**src/rtl/cska_mword_sequencer.sv**
```systemverilog
// ---------------------------------------------------------------------------
// cska_mword_sequencer
//
// Purpose:
//   Multi-word add sequencer wrapped around an external 16-bit carry-skip
//   adder. Operand word pairs arrive least significant first. Each pair is
//   passed straight through to the adder together with the chained carry.
//   The adder's 17-bit result is captured into a registered valid/ready
//   output stream. One 16-bit adder therefore performs a WORDS*16-bit add.
//   The last word also carries the final carry-out and the signed-overflow
//   flag of the full-width add.
//
// Parameters:
//   WORDS  number of 16-bit words per operation (>= 1)
//   CNT_W  width of the word counter
//
// Ports:
//   clk, rst           clock; synchronous active-high reset
//   start, start_cin   begin an operation (honoured only in IDLE) and its carry-in
//   in_valid/in_ready  operand word-pair handshake; in_a, in_b are the words
//   add_a/add_b/add_c  combinational drive to the adder
//   add_s              adder result {carry_out, sum[15:0]}
//   out_valid/out_ready  sum word handshake
//   out_sum            sum word
//   out_last           marks word WORDS-1
//   out_cout, out_ovf  final carry-out and signed overflow (last word only)
//   busy               state is not IDLE
//   done               one-cycle pulse after the last word is handed off
// ---------------------------------------------------------------------------
module cska_mword_sequencer #(
    parameter int WORDS = 4,
    parameter int CNT_W = $clog2(WORDS) + 1
) (
    input  logic        clk,
    input  logic        rst,
    input  logic        start,
    input  logic        start_cin,
    input  logic        in_valid,
    output logic        in_ready,
    input  logic [15:0] in_a,
    input  logic [15:0] in_b,
    output logic [15:0] add_a,
    output logic [15:0] add_b,
    output logic        add_c,
    input  logic [16:0] add_s,
    output logic        out_valid,
    input  logic        out_ready,
    output logic [15:0] out_sum,
    output logic        out_last,
    output logic        out_cout,
    output logic        out_ovf,
    output logic        busy,
    output logic        done
);

    typedef enum logic [1:0] {
        ST_IDLE  = 2'd0,
        ST_RUN   = 2'd1,
        ST_DRAIN = 2'd2
    } state_t;

    localparam logic [CNT_W-1:0] LAST_CNT = CNT_W'(WORDS - 1);

    state_t            state_reg,     state_next;
    logic              carry_reg,     carry_next;
    logic [CNT_W-1:0]  word_cnt_reg,  word_cnt_next;
    logic              out_valid_reg, out_valid_next;
    logic [15:0]       out_sum_reg,   out_sum_next;
    logic              out_last_reg,  out_last_next;
    logic              out_cout_reg,  out_cout_next;
    logic              out_ovf_reg,   out_ovf_next;
    logic              done_reg,      done_next;

    logic in_fire;
    logic out_fire;
    logic out_fire_last;
    logic is_last_word;
    logic word_ovf;

    // A beat may only be taken when the output register is free or is being
    // emptied this same cycle, which keeps the output stable under a stall.
    assign in_ready      = (state_reg == ST_RUN) && (!out_valid_reg || out_ready);
    assign in_fire       = in_valid && in_ready;
    assign out_fire      = out_valid_reg && out_ready;
    assign out_fire_last = out_fire && out_last_reg;
    assign is_last_word  = (word_cnt_reg == LAST_CNT);

    // Carry into bit 15 is a15^b15^s15; overflow is that carry XOR carry-out.
    assign word_ovf = (in_a[15] ^ in_b[15] ^ add_s[15]) ^ add_s[16];

    assign add_a = in_a;
    assign add_b = in_b;
    assign add_c = carry_reg;

    assign out_valid = out_valid_reg;
    assign out_sum   = out_sum_reg;
    assign out_last  = out_last_reg;
    assign out_cout  = out_cout_reg;
    assign out_ovf   = out_ovf_reg;
    assign busy      = (state_reg != ST_IDLE);
    assign done      = done_reg;

    always_comb begin
        state_next     = state_reg;
        carry_next     = carry_reg;
        word_cnt_next  = word_cnt_reg;
        out_valid_next = out_valid_reg;
        out_sum_next   = out_sum_reg;
        out_last_next  = out_last_reg;
        out_cout_next  = out_cout_reg;
        out_ovf_next   = out_ovf_reg;
        done_next      = out_fire_last;

        case (state_reg)
            ST_IDLE: begin
                if (start) begin
                    state_next    = ST_RUN;
                    carry_next    = start_cin;
                    word_cnt_next = '0;
                end
            end
            ST_RUN: begin
                if (in_fire && is_last_word) begin
                    state_next = ST_DRAIN;
                end
            end
            ST_DRAIN: begin
                if (out_fire_last) begin
                    state_next = ST_IDLE;
                end
            end
            default: begin
                state_next = ST_IDLE;
            end
        endcase

        if (out_fire) begin
            out_valid_next = 1'b0;
        end

        // An accept overrides the drain above: the new word replaces the
        // one being handed off and out_valid stays high.
        if (in_fire) begin
            out_sum_next   = add_s[15:0];
            carry_next     = add_s[16];
            out_valid_next = 1'b1;
            out_last_next  = is_last_word;
            out_cout_next  = is_last_word & add_s[16];
            out_ovf_next   = is_last_word & word_ovf;
            word_cnt_next  = word_cnt_reg + CNT_W'(1);
        end
    end

    always_ff @(posedge clk) begin
        if (rst) begin
            state_reg     <= ST_IDLE;
            carry_reg     <= 1'b0;
            word_cnt_reg  <= '0;
            out_valid_reg <= 1'b0;
            out_sum_reg   <= '0;
            out_last_reg  <= 1'b0;
            out_cout_reg  <= 1'b0;
            out_ovf_reg   <= 1'b0;
            done_reg      <= 1'b0;
        end else begin
            state_reg     <= state_next;
            carry_reg     <= carry_next;
            word_cnt_reg  <= word_cnt_next;
            out_valid_reg <= out_valid_next;
            out_sum_reg   <= out_sum_next;
            out_last_reg  <= out_last_next;
            out_cout_reg  <= out_cout_next;
            out_ovf_reg   <= out_ovf_next;
            done_reg      <= done_next;
        end
    end

endmodule

```
**config.mk**
```make
export PLATFORM = sky130hd
export DESIGN_NAME = cska_mword_sequencer
export DESIGN_NICKNAME = d
export VERILOG_FILES = /design/src/rtl/cska_mword_sequencer.sv
export SDC_FILE = /design/constraint.sdc
export NUM_CORES = 1
export LEC_CHECK = 0
export ABC_AREA = 1
export BUFFER_PORTS_ARGS = -buffer_cell sky130_fd_sc_hd__buf_2
export CAP_MARGIN = 20
export CORE_UTILIZATION = 42
export DETAILED_ROUTE_END_ITERATION = 12
export PLACE_DENSITY = 0.85
export RECOVER_POWER = 25
export SLEW_MARGIN = 20
export SYNTH_ARGS = -nofsm -noshare
export SYNTH_HDL_FRONTEND = slang
export SYNTH_SLANG_ARGS = --single-unit
```
**constraint.sdc**
```tcl
create_clock -name clk -period 3.04 [get_ports clk]
set_input_delay 0.912 -clock clk [delete_from_list [all_inputs] [get_ports clk]]
set_output_delay 0.912 -clock clk [all_outputs]
set_load 0.01 [all_outputs]
```
==> metrics.cfg <==
[global_route]
track_usage=0.149
grt_pass1_vias=947
grt_max_degree=28
antenna_found_initial=0
grt-ovfl-total=0
grt_pass1_wl_microns=4110

[placed_design]
place.detailed.hpwl_microns=1810
place_inst=234
gp_congestion=0.739
dp_worst_setup_slack_ps=479
portBuffers=50

[timing]
setup_tns_ps=0
finalHoldViolations=0
setup_ws_ps=474
final-max-slew-violation-count=0
rsz0062_at_grt=no
relSlewSlack=0.206
setup_violations=0
finalCritPeriodShare=0.844
worst_pin_slew_ps=1190
finClkSkew_ps=3.66
fmax_mhz=390
min_period_ps=2570

[cts]
ctsHoldBuffers=0
cts.repair.resized=0
cts_setup_buffers=0
worstSkewPairLatency_ps=320
cts.sinks=27
clk_pin_slew_worst_paths_ps=130
clock_path_buffers=2
cts_tree=built
cts_buffers=3
cts-htree-levels=1
cts_root_buffer=clkbuf_4

[synthesis]
synth_edf_count=0
synth_compound_area_frac=0.0947
synth-simple-area-share=0.248
synth_top_family_by_area=simple AND/OR/NAND/NOR gates
netlist_instances=181
synth_top_cell_area_share=0.393
synth_area_per_cell_sq_um=7.59
synthMuxAreaShare=0
ys_async_sr_fraction=0
syn_area_sq_um=1370
yosys-top-cells-count=nand2_1, buf_4, dfxtp_1
synth_cell_types=17
synth_flop_cell=dfxtp_1
ys_warn_count=0
ys_seq_area_frac=0.393
synth_fp_nets=238
synth-xor-area-share=0
ys_seq_elements=27
yosysTopAreaCell=dfxtp_1
synth_area_leaders=dfxtp_1, buf_4, nand2_1
synthAdderAreaFrac=0.0182
synth_most_common_cell=nand2_1

[detailed_routing]
antenna_left=0
dr.pass1.iters=4
wl_per_cell_microns=10.8
wl_microns=2570
drtIter0Drc=41
drc=0
viasPerCell=4.74
num_vias=1127

[power_and_ir_drop]
share_comb_of_total_power=0.151
p_sw_frac=0.264
p_switching_w=0.000162
leakage_nw=0.585
p_clk_frac=0.243
seqPwrFrac=0.606
p_int_w=0.000452
ir_worst_vdd_mv=0.275
p_per_area_nw_per_um2=444

[worst_setup_path]
startpoint_type=primary input
cp_max_fo=20
arrival_ps=1650
end_kind=output port
reg2reg_setup_slack_ps=1490
critPathKind=primary input to output port
critical_path_required_ps=2130

[cells_and_area]
drive_gt1_frac=0.196
fin_cells=238
nets=252
diodes=0
area.growth.synth_to_final_pct=0.638
largest_register_ffs=16

[floorplanning]
core_area_sq_um=3080
dieWidth_microns=59.2
io_pins=111
die_h_microns=59.2
dieArea_sq_um=3500
start_util=0.446
fp-row-count=20

[min_path]
hold_class=flip-flop to flip-flop

[status]
status=finished, final reports clean

[flow_run]
max_cap_viol_count=0

[cell usage in the layout (no fill, tap or decap)]
| cell type | netlist | layout |
|---|---|---|
| a21oi_1 | 26 | 26 |
| buf_2 | 3 | 32 |
| nand3_1 | 25 | 25 |
| ha_1 | 2 | 2 |
| nand4_1 | 2 | 2 |
| nor2_4 | 1 | 1 |
| clkbuf_4 | 0 | 3 |
| dfxtp_1 | 27 | 27 |
| nand3_2 | 1 | 1 |
| and2_4 | 1 | 1 |
| nor2_1 | 3 | 3 |
| clkbuf_1 | 1 | 19 |
| inv_1 | 10 | 10 |
| nand3b_1 | 1 | 1 |
| nand2_1 | 41 | 41 |
[cell families (layout without fill, tap and decap cells)]
logic type,after synthesis,after routing
simple gates,75,75
buf+inv,51,64
flops,27,27
compound gates,26,26
fa+ha+maj,2,2
[per-layer routing]
| metal | part of all wire | vias up | track usage |
|---|---|---|---|
| li1 | - | 579 | - |
| met1 | 0.44 | 506 | 0.189 |
| met2 | 0.49 | 42 | 0.252 |
| met3 | 0.077 | 0 | 0.0524 |
| met4 | 0 | 0 | 0.0136 |
| met5 | 0 | - | 0 |
[worst paths after layout]
check                       startpoint                       to  depth (start not counted)
max                          out_ready                 in_ready                          5
min            out_sum[2]$_SDFFE_PP0P_  out_sum[2]$_SDFFE_PP0P_                          2
max reg2reg  state_reg[0]$_SDFFE_PP0P_    out_cout$_SDFFE_PP0P_                          6
min reg2reg    out_sum[2]$_SDFFE_PP0P_  out_sum[2]$_SDFFE_PP0P_                          2
[critical path, stage by stage]
cell	delay, ps
buf_2	90
inv_1	30
nand2_1	140
and2_4	300
buf_2	170
[through the flow]
step | util | total power (W) | hold WS (ps) | cell area [sq um]
2_1_floorplan | - | 0.000484 | 464 | 1370
3_3_place_gp | 0.448 | 0.000473 | 451 | 1380
3_5_place_dp | 0.448 | 0.000476 | 453 | 1380
4_1_cts | 0.457 | 0.000630 | 473 | 1410
5_1_grt | 0.449 | 0.000653 | 491 | 1380
6_report | 0.449 | 0.000614 | 474 | 1380
[area by class of cell]
class,instances,area (sq um)
Fill cell,351,1700
Sequential cell,27,541
Multi-Input combinational cell,103,495
Timing Repair Buffer,50,228
Tap cell,44,55.1
Inverter,10,37.5
Clock buffer,4,26.3
[power by group through the flow]
stage          Clock (W)  Sequential (W)  Combinational [W]
2_1_floorplan          0        0.000385          0.0000990
3_3_place_gp           0        0.000380          0.0000930
3_5_place_dp           0        0.000380          0.0000954
4_1_cts         0.000162        0.000372          0.0000957
5_1_grt         0.000175        0.000374           0.000104
6_report        0.000149        0.000372          0.0000926
Power figures use the tool's default switching activity.
